<file path="src/rtl/divider_pkg.sv">
// Shared types and constants for the two-requester divider controller.
package divider_pkg;

   localparam int unsigned WIDTH = 8;
   localparam int unsigned CNT_W = $clog2(WIDTH) + 1;
   localparam int unsigned ID_W  = 1;

   localparam logic [WIDTH-1:0] DBZ_QUOTIENT = '1;

   typedef enum logic [1:0] {
      S_IDLE = 2'd0,
      S_LOAD = 2'd1,
      S_RUN  = 2'd2,
      S_DONE = 2'd3
   } state_e;

endpackage

</file>
<file path="src/rtl/divider_share_ctrl_if.sv">
// Request/response bundle between the two division clients, the consumer and the controller.
interface divider_share_ctrl_if #(parameter int unsigned WIDTH = divider_pkg::WIDTH);

   logic                          req0_valid;
   logic                          req0_ready;
   logic [WIDTH-1:0]              req0_dividend;
   logic [WIDTH-1:0]              req0_divisor;
   logic                          req1_valid;
   logic                          req1_ready;
   logic [WIDTH-1:0]              req1_dividend;
   logic [WIDTH-1:0]              req1_divisor;
   logic                          rsp_valid;
   logic                          rsp_ready;
   logic [divider_pkg::ID_W-1:0]  rsp_id;
   logic [WIDTH-1:0]              rsp_quotient;
   logic [WIDTH-1:0]              rsp_remainder;
   logic                          rsp_dbz;
   logic                          busy;

   modport master (
      output req0_valid, req0_dividend, req0_divisor,
      output req1_valid, req1_dividend, req1_divisor,
      output rsp_ready,
      input  req0_ready, req1_ready,
      input  rsp_valid, rsp_id, rsp_quotient, rsp_remainder, rsp_dbz, busy
   );

   modport slave (
      input  req0_valid, req0_dividend, req0_divisor,
      input  req1_valid, req1_dividend, req1_divisor,
      input  rsp_ready,
      output req0_ready, req1_ready,
      output rsp_valid, rsp_id, rsp_quotient, rsp_remainder, rsp_dbz, busy
   );

endinterface

</file>
<file path="src/rtl/div_core.sv">
// Restoring-division iteration core: A/Q/M registers plus one shift/subtract step per cycle.
module div_core
   import divider_pkg::*;
(
   input  logic             clk,
   input  logic             reset,
   input  logic             load_i,
   input  logic             step_i,
   input  logic [WIDTH-1:0] dividend_i,
   input  logic [WIDTH-1:0] divisor_i,
   output logic [WIDTH-1:0] q_step_c_o,
   output logic [WIDTH-1:0] a_step_c_o
);

   logic [WIDTH-1:0]   a_q, q_q, m_q;
   logic [2*WIDTH-1:0] aq_sh_c;
   logic [WIDTH-1:0]   a_sh_c, q_sh_c;
   logic [WIDTH:0]     trial_c;

   // One iteration: shift {A,Q}, trial-subtract M, restore on a negative result.
   always_comb begin
      aq_sh_c    = {a_q, q_q} << 1;
      a_sh_c     = aq_sh_c[2*WIDTH-1:WIDTH];
      q_sh_c     = aq_sh_c[WIDTH-1:0];
      trial_c    = {1'b0, a_sh_c} - {1'b0, m_q};
      a_step_c_o = a_sh_c;
      q_step_c_o = {q_sh_c[WIDTH-1:1], 1'b0};
      if (!trial_c[WIDTH]) begin
         a_step_c_o = trial_c[WIDTH-1:0];
         q_step_c_o = {q_sh_c[WIDTH-1:1], 1'b1};
      end
   end

   always_ff @(posedge clk or posedge reset) begin
      if (reset) begin
         a_q <= '0;
         q_q <= '0;
         m_q <= '0;
      end else if (load_i) begin
         a_q <= '0;
         q_q <= dividend_i;
         m_q <= divisor_i;
      end else if (step_i) begin
         a_q <= a_step_c_o;
         q_q <= q_step_c_o;
      end
   end

endmodule

</file>
<file path="src/rtl/divider_share_ctrl.sv">
// Round-robin sharing controller for one restoring-division core between two requesters.
module divider_share_ctrl
   import divider_pkg::*;
(
   input  logic                 clk,
   input  logic                 reset,
   divider_share_ctrl_if.slave  bus
);

   state_e            state_q, state_d;
   logic              ptr_q, ptr_d;
   logic [CNT_W-1:0]  cnt_q, cnt_d;
   logic [WIDTH-1:0]  dvd_q, dvd_d, dsr_q, dsr_d;
   logic [WIDTH-1:0]  quot_q, quot_d, rem_q, rem_d;
   logic [ID_W-1:0]   id_q, id_d;
   logic              dbz_q, dbz_d;

   logic              gnt0_c, gnt1_c;
   logic [WIDTH-1:0]  sel_dvd_c, sel_dsr_c;
   logic [WIDTH-1:0]  q_step_c, a_step_c;

   // Pointer names the preferred port when both requesters are valid.
   always_comb begin
      gnt0_c    = (state_q == S_IDLE) && bus.req0_valid && (!bus.req1_valid || !ptr_q);
      gnt1_c    = (state_q == S_IDLE) && bus.req1_valid && (!bus.req0_valid ||  ptr_q);
      sel_dvd_c = gnt1_c ? bus.req1_dividend : bus.req0_dividend;
      sel_dsr_c = gnt1_c ? bus.req1_divisor  : bus.req0_divisor;
   end

   always_comb begin
      state_d = state_q;
      ptr_d   = ptr_q;
      cnt_d   = cnt_q;
      dvd_d   = dvd_q;
      dsr_d   = dsr_q;
      quot_d  = quot_q;
      rem_d   = rem_q;
      id_d    = id_q;
      dbz_d   = dbz_q;
      case (state_q)
         S_IDLE: begin
            if (gnt0_c || gnt1_c) begin
               ptr_d = gnt0_c;
               id_d  = ID_W'(gnt1_c);
               dvd_d = sel_dvd_c;
               dsr_d = sel_dsr_c;
               dbz_d = (sel_dsr_c == '0);
               if (sel_dsr_c == '0) begin
                  quot_d  = DBZ_QUOTIENT;
                  rem_d   = sel_dvd_c;
                  state_d = S_DONE;
               end else begin
                  state_d = S_LOAD;
               end
            end
         end
         S_LOAD: begin
            cnt_d   = CNT_W'(WIDTH);
            state_d = S_RUN;
         end
         S_RUN: begin
            cnt_d = cnt_q - CNT_W'(1);
            // Capture the final iteration straight into the response register.
            if (cnt_q == CNT_W'(1)) begin
               quot_d  = q_step_c;
               rem_d   = a_step_c;
               state_d = S_DONE;
            end
         end
         S_DONE: begin
            if (bus.rsp_ready) state_d = S_IDLE;
         end
         default: state_d = S_IDLE;
      endcase
   end

   always_ff @(posedge clk or posedge reset) begin
      if (reset) begin
         state_q <= S_IDLE;
         ptr_q   <= 1'b0;
         cnt_q   <= '0;
         dvd_q   <= '0;
         dsr_q   <= '0;
         quot_q  <= '0;
         rem_q   <= '0;
         id_q    <= '0;
         dbz_q   <= 1'b0;
      end else begin
         state_q <= state_d;
         ptr_q   <= ptr_d;
         cnt_q   <= cnt_d;
         dvd_q   <= dvd_d;
         dsr_q   <= dsr_d;
         quot_q  <= quot_d;
         rem_q   <= rem_d;
         id_q    <= id_d;
         dbz_q   <= dbz_d;
      end
   end

   div_core u_core (
      .clk        (clk),
      .reset      (reset),
      .load_i     (state_q == S_LOAD),
      .step_i     (state_q == S_RUN),
      .dividend_i (dvd_q),
      .divisor_i  (dsr_q),
      .q_step_c_o (q_step_c),
      .a_step_c_o (a_step_c)
   );

   assign bus.req0_ready    = gnt0_c;
   assign bus.req1_ready    = gnt1_c;
   assign bus.rsp_valid     = (state_q == S_DONE);
   assign bus.rsp_id        = id_q;
   assign bus.rsp_quotient  = quot_q;
   assign bus.rsp_remainder = rem_q;
   assign bus.rsp_dbz       = dbz_q;
   assign bus.busy          = (state_q != S_IDLE);

endmodule

</file>
<file path="src/flat_wrapper.sv">
// flat-port wrapper written by rule: the top's interface ports become plain ports
module divider_share_ctrl_flat import divider_pkg::*;
  (clk, reset, bus_req0_valid, bus_req0_dividend, bus_req0_divisor, bus_req1_valid, bus_req1_dividend, bus_req1_divisor, bus_rsp_ready, bus_req0_ready, bus_req1_ready, bus_rsp_valid, bus_rsp_id, bus_rsp_quotient, bus_rsp_remainder, bus_rsp_dbz, bus_busy);
  divider_share_ctrl_if bus_i ();
  input  logic clk;
  input  logic reset;
  input wire logic [$bits(bus_i.req0_valid)-1:0] bus_req0_valid;
  input wire logic [$bits(bus_i.req0_dividend)-1:0] bus_req0_dividend;
  input wire logic [$bits(bus_i.req0_divisor)-1:0] bus_req0_divisor;
  input wire logic [$bits(bus_i.req1_valid)-1:0] bus_req1_valid;
  input wire logic [$bits(bus_i.req1_dividend)-1:0] bus_req1_dividend;
  input wire logic [$bits(bus_i.req1_divisor)-1:0] bus_req1_divisor;
  input wire logic [$bits(bus_i.rsp_ready)-1:0] bus_rsp_ready;
  output wire logic [$bits(bus_i.req0_ready)-1:0] bus_req0_ready;
  output wire logic [$bits(bus_i.req1_ready)-1:0] bus_req1_ready;
  output wire logic [$bits(bus_i.rsp_valid)-1:0] bus_rsp_valid;
  output wire logic [$bits(bus_i.rsp_id)-1:0] bus_rsp_id;
  output wire logic [$bits(bus_i.rsp_quotient)-1:0] bus_rsp_quotient;
  output wire logic [$bits(bus_i.rsp_remainder)-1:0] bus_rsp_remainder;
  output wire logic [$bits(bus_i.rsp_dbz)-1:0] bus_rsp_dbz;
  output wire logic [$bits(bus_i.busy)-1:0] bus_busy;
  assign bus_i.req0_valid = bus_req0_valid;
  assign bus_i.req0_dividend = bus_req0_dividend;
  assign bus_i.req0_divisor = bus_req0_divisor;
  assign bus_i.req1_valid = bus_req1_valid;
  assign bus_i.req1_dividend = bus_req1_dividend;
  assign bus_i.req1_divisor = bus_req1_divisor;
  assign bus_i.rsp_ready = bus_rsp_ready;
  assign bus_req0_ready = bus_i.req0_ready;
  assign bus_req1_ready = bus_i.req1_ready;
  assign bus_rsp_valid = bus_i.rsp_valid;
  assign bus_rsp_id = bus_i.rsp_id;
  assign bus_rsp_quotient = bus_i.rsp_quotient;
  assign bus_rsp_remainder = bus_i.rsp_remainder;
  assign bus_rsp_dbz = bus_i.rsp_dbz;
  assign bus_busy = bus_i.busy;
  divider_share_ctrl u_core (.clk(clk), .reset(reset), .bus(bus_i));
endmodule
</file>
<file path="config.mk">
export PLATFORM = sky130hd
export DESIGN_NAME = divider_share_ctrl_flat
export DESIGN_NICKNAME = d
export VERILOG_FILES = /design/src/rtl/divider_pkg.sv /design/src/rtl/divider_share_ctrl_if.sv /design/src/rtl/div_core.sv /design/src/rtl/divider_share_ctrl.sv /design/src/flat_wrapper.sv
export SDC_FILE = /design/constraint.sdc
export NUM_CORES = 1
export LEC_CHECK = 0
export BUFFER_PORTS_ARGS = -buffer_cell sky130_fd_sc_hd__buf_2
export CORE_MARGIN = 10
export CORE_UTILIZATION = 40
export DETAILED_ROUTE_END_ITERATION = 6
export GPL_ROUTABILITY_DRIVEN = 0
export SLEW_MARGIN = 20
export SYNTH_ARGS = -nofsm -noshare
export SYNTH_HDL_FRONTEND = slang
export SYNTH_SLANG_ARGS = --single-unit
</file>
<file path="constraint.sdc">
create_clock -name clk -period 4.8 [get_ports clk]
set_input_delay 0.72 -clock clk [delete_from_list [all_inputs] [get_ports clk]]
set_output_delay 0.72 -clock clk [all_outputs]
set_load 0.05 [all_outputs]
</file>
==> metrics.txt, run 1 <==
worst IR drop on VDD=0.5361 mV; top-area cell type share of the netlist area=45.44%; Clock Root Buffer=clkbuf_8; critical path data required time=5.03 ns; Num CTS Buffers=9; final instance area=4125 um2; Post-route DRC=0; Die Y=113.9 um; initial antenna violation count=0; R2R setup slack=1.97 ns; # nets final=488; Seq pwr share=27.5%; fraction of layout cells with a size suffix above 1=20.68%; Placed Area=3901 um2; Syn Inst Count=380; synth top area cells=dfrtp_1 45%, mux2i_1 6.0%, o21ai_0 6.0%; Clk pwr share=15.4%; hold crit path type=in2async; Int Power=1.753 mW; Final Max Slew Viols=0; die area=12970 um2; htree depth=3; Peak Freq=0.3535 GHz; row count=34; Layout Skew=0.01290 ns; area grow syn2layout=17.04%; total number of vias=2862; Tmin final=2.828 ns; crit path DAT=3.06 ns; sw frac=48.38%; first-pass GRT wire length=14.82 mm; post-DP HPWL=6.569 mm; clk sinks=64; Die W=113.9 um; maximum clock path buffer count=2; drt pass-1 iters=4; final core occ=47.77%; Total GRT Usage=13.99%; GRT overflow=0; vias in the first global route=2975; status=completed; Iter 0 DRT Violations=156; clock tree from TritonCTS=done; Vias/cell=5.223; Total Power=3.396 mW; Wirelength per Cell=16.16 um; Ant. Diodes=0; Comb pwr share=57.0%; final hold vios=0; critical path startpoint=u_core.state_q[0]; number of synthesized register bits=64; clock transition at the registers of the reported paths=0.08 ns; Post-Syn Nets=433; synthesized cell area=3525 um2; RSZ-0062 raised after global routing=no; critical path fanouts, max=23; Hold Buf Count CTS=0; Yosys top cell by area=dfrtp_1; WS Path Type=reg2reg; final setup fails=0; Starting Density=40.81%; max_slew headroom=31.84%; Syn Area/Cell=9.275 um2; Core Area=8636 um2; Psw=1.643 mW; synth warn=0; post-CTS setup buffers=0; Crit. End Element=flop; Resized cells post-CTS=0; drt total wl=8.857 mm; Top Ports=59; # port buffers=58; largest net degree at the start of global routing=46; origin of the critical flop-to-flop path=u_core.state_q[0]; max_cap viols=0; sequential area share after synthesis=45.44%; antenna-violating nets left=0; Slew @ Worst Pin=1.019 ns; Cell Pwr Density=823.3 nW/um2; setup TNS=0 ns; Worst-Skew Late Latency=0.35 ns; Static Leak=1.985 nW; library cells used by synthesis=49; Startpoint Class=flop; crit share post-route=58.93%
-- metrics by stage --
step                      worst slack [ns]  std cells  hold WS (ns)
after floorplan                      1.593        380        0.4370
after global placement               1.947        532        0.4640
after detailed placement             1.966        532        0.4662
after CTS                            2.007        548        0.3657
after global routing                 1.711        548        0.3892
final                                1.972        548        0.3624
-- per-layer routing --
metal,GRT usage [%],up-vias,wire length [um]
li1,-,1438,-
met5,0,-,0
met3,2.677,13,287
met2,20.50,58,3952
met4,5.848,0,163
met1,19.67,1353,4454
-- synth_stat cells, drive strengths merged --
master and number:
a2111oi 2, a211o 1, a211oi 3, a21o 4, a21oi 20, a221o 1, a22o 1, a31o 1
a31oi 1, and2 3, buf 6, clkbuf 11, dfrtp 64, fa 1, ha 15, inv 34
mux2 5, mux2i 21, nand2 45, nand2b 6, nand3 6, nor2 28, nor2b 4, nor3 3
nor3b 2, nor4 2, o211a 3, o211ai 4, o21a 4, o21ai 52, o221a 1, o22ai 8
o31a 1, o31ai 4, o32a 2, o32ai 1, o41ai 1, or3 1, or4 5, xnor2 1
xor2 2
-- final timing paths --
| check | endpoint | cells past startpoint |
|---|---|---|
| worst max-delay path | u_core.bus.rsp_remainder[7] | 7 |
| worst min register to register | u_core.bus.rsp_id | 2 |
| worst max register to register | u_core.bus.rsp_remainder[7] | 7 |
| min in group clk | u_core.bus.rsp_id | 2 |
| max in group asynchronous | u_core.cnt_q[2] | 3 |
| worst min-delay path | u_core.bus.rsp_quotient[5] | 2 |
-- worst max-delay path, cell delays in order, from the launching register on --
cell and delay, ns:
dfrtp_1 0.42, inv_1 0.12, ha_1 0.62, inv_1 0.43, nor2_1 0.26, o31a_2 0.44, o21ai_1 0.12, o32a_1 0.31
-- kinds of logic after synthesis --
group           after synthesis  share of synthesized area [%]
xor+xnor                      3                         0.7456
compound gates              115                          20.59
mux                          26                          7.561
simple gates                105                          14.02
fa+ha+maj                    16                          5.893
buf+inv                      51                          5.750
flops                        64                          45.44
-- cells in the final DEF, fill, tap and decap left out, types with 2 or more instances in the layout --
cell        synthesis  layout
or4_4               2       2
nor2b_1             4       4
o31ai_1             3       3
clkbuf_8            0      10
buf_4               2       3
or4_1               3       3
bufinv_16           0       2
dfrtp_1            64      64
a21o_1              4       4
nor3_1              3       3
nand3_1             6       6
nor3b_1             2       2
o21a_1              4       4
nand2_1            45      45
ha_1               15      14
o211ai_1            4       4
inv_1              34      33
o21ai_0            42      42
o32a_1              2       2
a21oi_1            20      20
xor2_1              2       2
buf_2               3      58
o21ai_1            10       9
o22ai_1             8       8
and2_1              2       2
o211a_1             3       3
nand2b_1            6       6
a211oi_1            3       3
mux2i_1            21      21
nor2_1             28      28
mux2_2              5       5
clkinvlp_4          0       2
-- power groups by stage --
stage | logic (mW) | clock network (mW) | registers [mW]
floorplan | 1.29 | 0 | 1.14
global placement | 1.90 | 0 | 0.940
detailed placement | 1.93 | 0 | 0.943
CTS | 1.94 | 0.531 | 0.934
global route | 2.16 | 0.553 | 0.968
finish | 1.94 | 0.524 | 0.935
-- state kept, by name, indices dropped and copies added, names as in the netlist --
register,flops
u_core.dvd_q,8
u_core.ptr_q,1
u_core.bus.rsp_id,1
u_core.state_q,2
u_core.cnt_q,4
u_core.u_core.m_q,8
u_core.u_core.q_q,8
u_core.bus.rsp_remainder,8
u_core.bus.rsp_quotient,8
u_core.dsr_q,8
u_core.bus.rsp_dbz,1
u_core.u_core.a_q,7
-- layout make-up --
type | instances | area [um2]
clock inverters | 5 | 80.08
well taps | 108 | 135.1
flip-flops and latches | 64 | 1602
inverters | 34 | 127.6
repair buffers | 61 | 312.8
fillers | 846 | 4511
clock buffers | 11 | 141.4
multi-input cells | 265 | 1727
No activity file was read; power rests on OpenSTA's default activity.
==> run 2, diff against run 1 <==
==> constraint.sdc (replaced) <==
create_clock -name clk -period 2.65 [get_ports clk]
set_input_delay 0.3975 -clock clk [delete_from_list [all_inputs] [get_ports clk]]
set_output_delay 0.3975 -clock clk [all_outputs]
set_load 0.05 [all_outputs]
==> metrics.txt, run 2 (synthesized netlist as in run 1, its figures left out) <==
status=completed; max_slew headroom=48.44%; critical path fanouts, max=10; final setup fails=0; Core Area=8636 um2; GRT overflow=0; Inst Count DP=543; vias in the first global route=2998; WS Path Type=reg2out; first-pass GRT wire length=14.84 mm; worst IR drop on VDD=0.8886 mV; R2R setup slack=0.23 ns; clk sinks=64; Top Ports=59; htree depth=3; Cell Pwr Density=1476 nW/um2; # port buffers=58; largest net degree at the start of global routing=34; R2R cell count=9; critical path startpoint=u_core.state_q[0]; r2r endpoint=u_core.bus.rsp_remainder[7]; Static Leak=2.040 nW; Psw=2.978 mW; Layout Skew=0.007679 ns; sw frac=48.17%; Die W=113.9 um; Wirelength per Cell=15.75 um; post-CTS setup buffers=0; post-DP HPWL=6.835 mm; initial antenna violation count=0; antenna-violating nets left=0; fin cells=559; most frequent cells in the layout=64 x dfrtp_1, 58 x buf_2, 45 x nand2_1; Startpoint Class=flop; Peak Freq=0.4061 GHz; origin of the critical flop-to-flop path=u_core.u_core.q_q[7]; die area=12970 um2; hold crit path type=in2async; commonest non-fill, non-tap cell in the layout=dfrtp_1; Comb pwr share=58.6%; Crit. End Element=output pin; clock transition at the registers of the reported paths=0.07 ns; area grow syn2layout=18.89%; crit path DAT=2.07 ns; Starting Density=40.81%; total number of vias=2943; RSZ-0062 raised after global routing=no; row count=34; Die Y=113.9 um; Clock Root Buffer=clkbuf_8; Clk pwr share=14.0%; Int Power=3.205 mW; drt total wl=8.804 mm; maximum clock path buffer count=2; final hold vios=0; setup TNS=0 ns; Slew @ Worst Pin=0.7688 ns; Final Max Slew Viols=0; Vias/cell=5.265; critical path data required time=2.25 ns; clock tree from TritonCTS=done; Ant. Diodes=0; Tmin final=2.463 ns; Num CTS Buffers=9; Iter 0 DRT Violations=106; Resized cells post-CTS=0; Total GRT Usage=14.11%; crit share post-route=92.93%; Hold Buf Count CTS=0; Worst-Skew Late Latency=0.34 ns; # nets final=499; Post-route DRC=0; max_cap viols=0; Seq pwr share=27.4%; Total Power=6.183 mW; fraction of layout cells with a size suffix above 1=22.62%; drt pass-1 iters=4
-- run 2: cell type report --
type                            instances  area, um2
Multi-Input combinational cell        265       1732
Timing Repair Buffer                   72      395.4
Tap cell                              108      135.1
Fill cell                             831       4446
Sequential cell                        64       1602
Clock inverter                          3      40.04
Inverter                               34      127.6
Clock buffer                           13      158.9
-- run 2: worst max-delay path, stage by stage (launching register included) --
cell     delay, ns
dfrtp_1       0.40
inv_1         0.09
ha_1          0.26
and2_1        0.20
nand2_1       0.09
buf_4         0.21
inv_1         0.12
nor2_2        0.09
buf_2         0.26
-- run 2: worst max-delay path by stage --
| stage | end | slack, ns | cells past startpoint |
|---|---|---|---|
| final | bus_req0_ready | 0.19 | 8 |
| after global routing | bus_req1_ready | 0.06 | 7 |
| after CTS | u_core.bus.rsp_remainder[7] | 0.08 | 9 |
| after detailed placement | u_core.bus.rsp_remainder[7] | 0.20 | 9 |
| after global placement | u_core.bus.rsp_remainder[7] | 0.26 | 9 |
| after floorplan | bus_req0_ready | 0.03 | 7 |
-- run 2: power groups by stage --
stage / registers [mW] / clock network, mW / logic (mW)
finish: 1.70 / 0.863 / 3.62
global route: 1.76 / 0.917 / 4.04
CTS: 1.70 / 0.872 / 3.64
detailed placement: 1.72 / 0 / 3.62
global placement: 1.70 / 0 / 3.56
floorplan: 2.07 / 0 / 2.34
-- run 2: per-layer routing --
layer	share of wire [%]	global-route usage [%]
met2	47	22.15
met5	0	0
met3	3.3	2.310
met1	48	18.80
met4	1.7	6.015
-- run 2: through the flow --
stage	util [%]	hold slack, ns	worst slack, ns	cell area (um2)
2_1_floorplan	-	0.4370	0.03195	3527
3_3_place_gp	46.16	0.4519	0.2555	3986
3_5_place_dp	46.16	0.4533	0.2001	3986
4_1_cts	48.46	0.1103	0.07821	4185
5_1_grt	48.52	0.1231	0.05548	4190
6_report	48.52	0.08206	0.1873	4190
==> run 3, diff against run 2 <==
--- a/config.mk
+++ b/config.mk
@@ -6,6 +6,7 @@
 export NUM_CORES = 1
 export LEC_CHECK = 0
 export BUFFER_PORTS_ARGS = -buffer_cell sky130_fd_sc_hd__buf_2
+export CORE_ASPECT_RATIO = 1.75
 export CORE_MARGIN = 10
 export CORE_UTILIZATION = 40
 export DETAILED_ROUTE_END_ITERATION = 6
==> metrics.txt, run 3 (synthesized netlist as in run 1, its figures left out) <==
status=completed; final core occ=49.39%; Tmin final=2.478 ns; crit path DAT=2.69 ns; Die Y=144.2 um; Die W=90.96 um; Inst Count DP=552; Hold Buf Count CTS=0; largest net degree at the start of global routing=65; most frequent cells in the layout=64 x dfrtp_1, 58 x buf_2, 45 x nand2_1; Startpoint Class=flop; R2R setup slack=0.17 ns; Top Ports=59; Cell Pwr Density=1508 nW/um2; # port buffers=58; max_cap viols=0; Crit. End Element=flop; area grow syn2layout=21.51%; total number of vias=2934; Clock Root Buffer=clkbuf_16; setup TNS=0 ns; clock transition at the registers of the reported paths=0.06 ns; WS Path Type=reg2reg; Layout Skew=0.008618 ns; fin cells=568; clock tree from TritonCTS=done; Iter 0 DRT Violations=201; r2r endpoint=u_core.bus.rsp_remainder[7]; fraction of layout cells with a size suffix above 1=22.62%; crit share post-route=93.51%; max_slew headroom=45.31%; Vias/cell=5.165; initial antenna violation count=0; die area=13110 um2; first-pass GRT wire length=14.92 mm; RSZ-0062 raised after global routing=no; Total Power=6.458 mW; antenna-violating nets left=0; drt total wl=8.905 mm; Post-route DRC=0; vias in the first global route=3026; Wirelength per Cell=15.68 um; Core Area=8671 um2; maximum clock path buffer count=2; hold crit path type=in2async; post-DP HPWL=6.818 mm; origin of the critical flop-to-flop path=u_core.u_core.a_q[4]; GRT overflow=0; Fin Hold WS=0.2962 ns; Ant. Diodes=0; critical path fanouts, max=12; Starting Density=40.65%; Slew @ Worst Pin=0.8173 ns; Worst-Skew Late Latency=0.34 ns; R2R cell count=6; clk sinks=64; critical path data required time=2.86 ns; Resized cells post-CTS=0; Peak Freq=0.4035 GHz; Total GRT Usage=14.27%; Num CTS Buffers=9; drt pass-1 iters=4; Static Leak=2.070 nW; post-CTS setup buffers=0; commonest non-fill, non-tap cell in the layout=dfrtp_1; row count=45; worst IR drop on VDD=0.8321 mV; Final Max Slew Viols=0; final setup fails=0; htree depth=3; # nets final=499; final hold vios=0
-- run 3: routing by layer --
layer / GRT usage (%) / vias to the layer above / wire length [um]
met5: 0 / - / 0
met4: 7.374 / 0 / 297
met3: 3.892 / 20 / 352
met2: 22.94 / 72 / 4291
met1: 17.09 / 1376 / 3962
li1: - / 1466 / -
-- run 3: worst max-delay path, cell delays in order (launching register included) --
cell and delay [ns]:
dfrtp_1 0.42, ha_1 0.41, o211ai_1 0.17, o211a_1 0.25
nor2_1 0.64, nor2_1 0.11, o32a_1 0.36
-- run 3: worst max path at each step --
stage	to	cells past startpoint	start	slack (ns)
CTS	bus_req1_ready	7	u_core.state_q[0]	0.15
floorplan	bus_req0_ready	7	u_core.state_q[0]	0.03
global placement	u_core.bus.rsp_remainder[7]	10	u_core.u_core.q_q[7]	0.26
finish	u_core.bus.rsp_remainder[7]	6	u_core.u_core.a_q[4]	0.17
detailed placement	u_core.bus.rsp_remainder[7]	10	u_core.u_core.q_q[7]	0.20
global route	bus_req0_ready	6	u_core.state_q[0]	0.03
-- run 3: final cells by class --
| cell class | instances | area [um2] |
|---|---|---|
| multi-input cells | 265 | 1727 |
| fillers | 865 | 4388 |
| clock inverters | 4 | 28.78 |
| well taps | 117 | 146.4 |
| clock buffers | 12 | 256.5 |
| flip-flops and latches | 64 | 1602 |
| inverters | 34 | 127.6 |
| repair buffers | 72 | 395.4 |
-- run 3: report_power, final --
group          internal, mW  switching, mW
sequential             1.44          0.253
combinational          1.29           2.36
clock                 0.683          0.435
-- run 3: per-stage QoR --
stage          cell area (um2)  worst slack [ns]
2_1_floorplan             3527           0.03195
3_3_place_gp              3998            0.2550
3_5_place_dp              3998            0.1971
4_1_cts                   4283            0.1542
5_1_grt                   4283           0.02709
6_report                  4283            0.1719
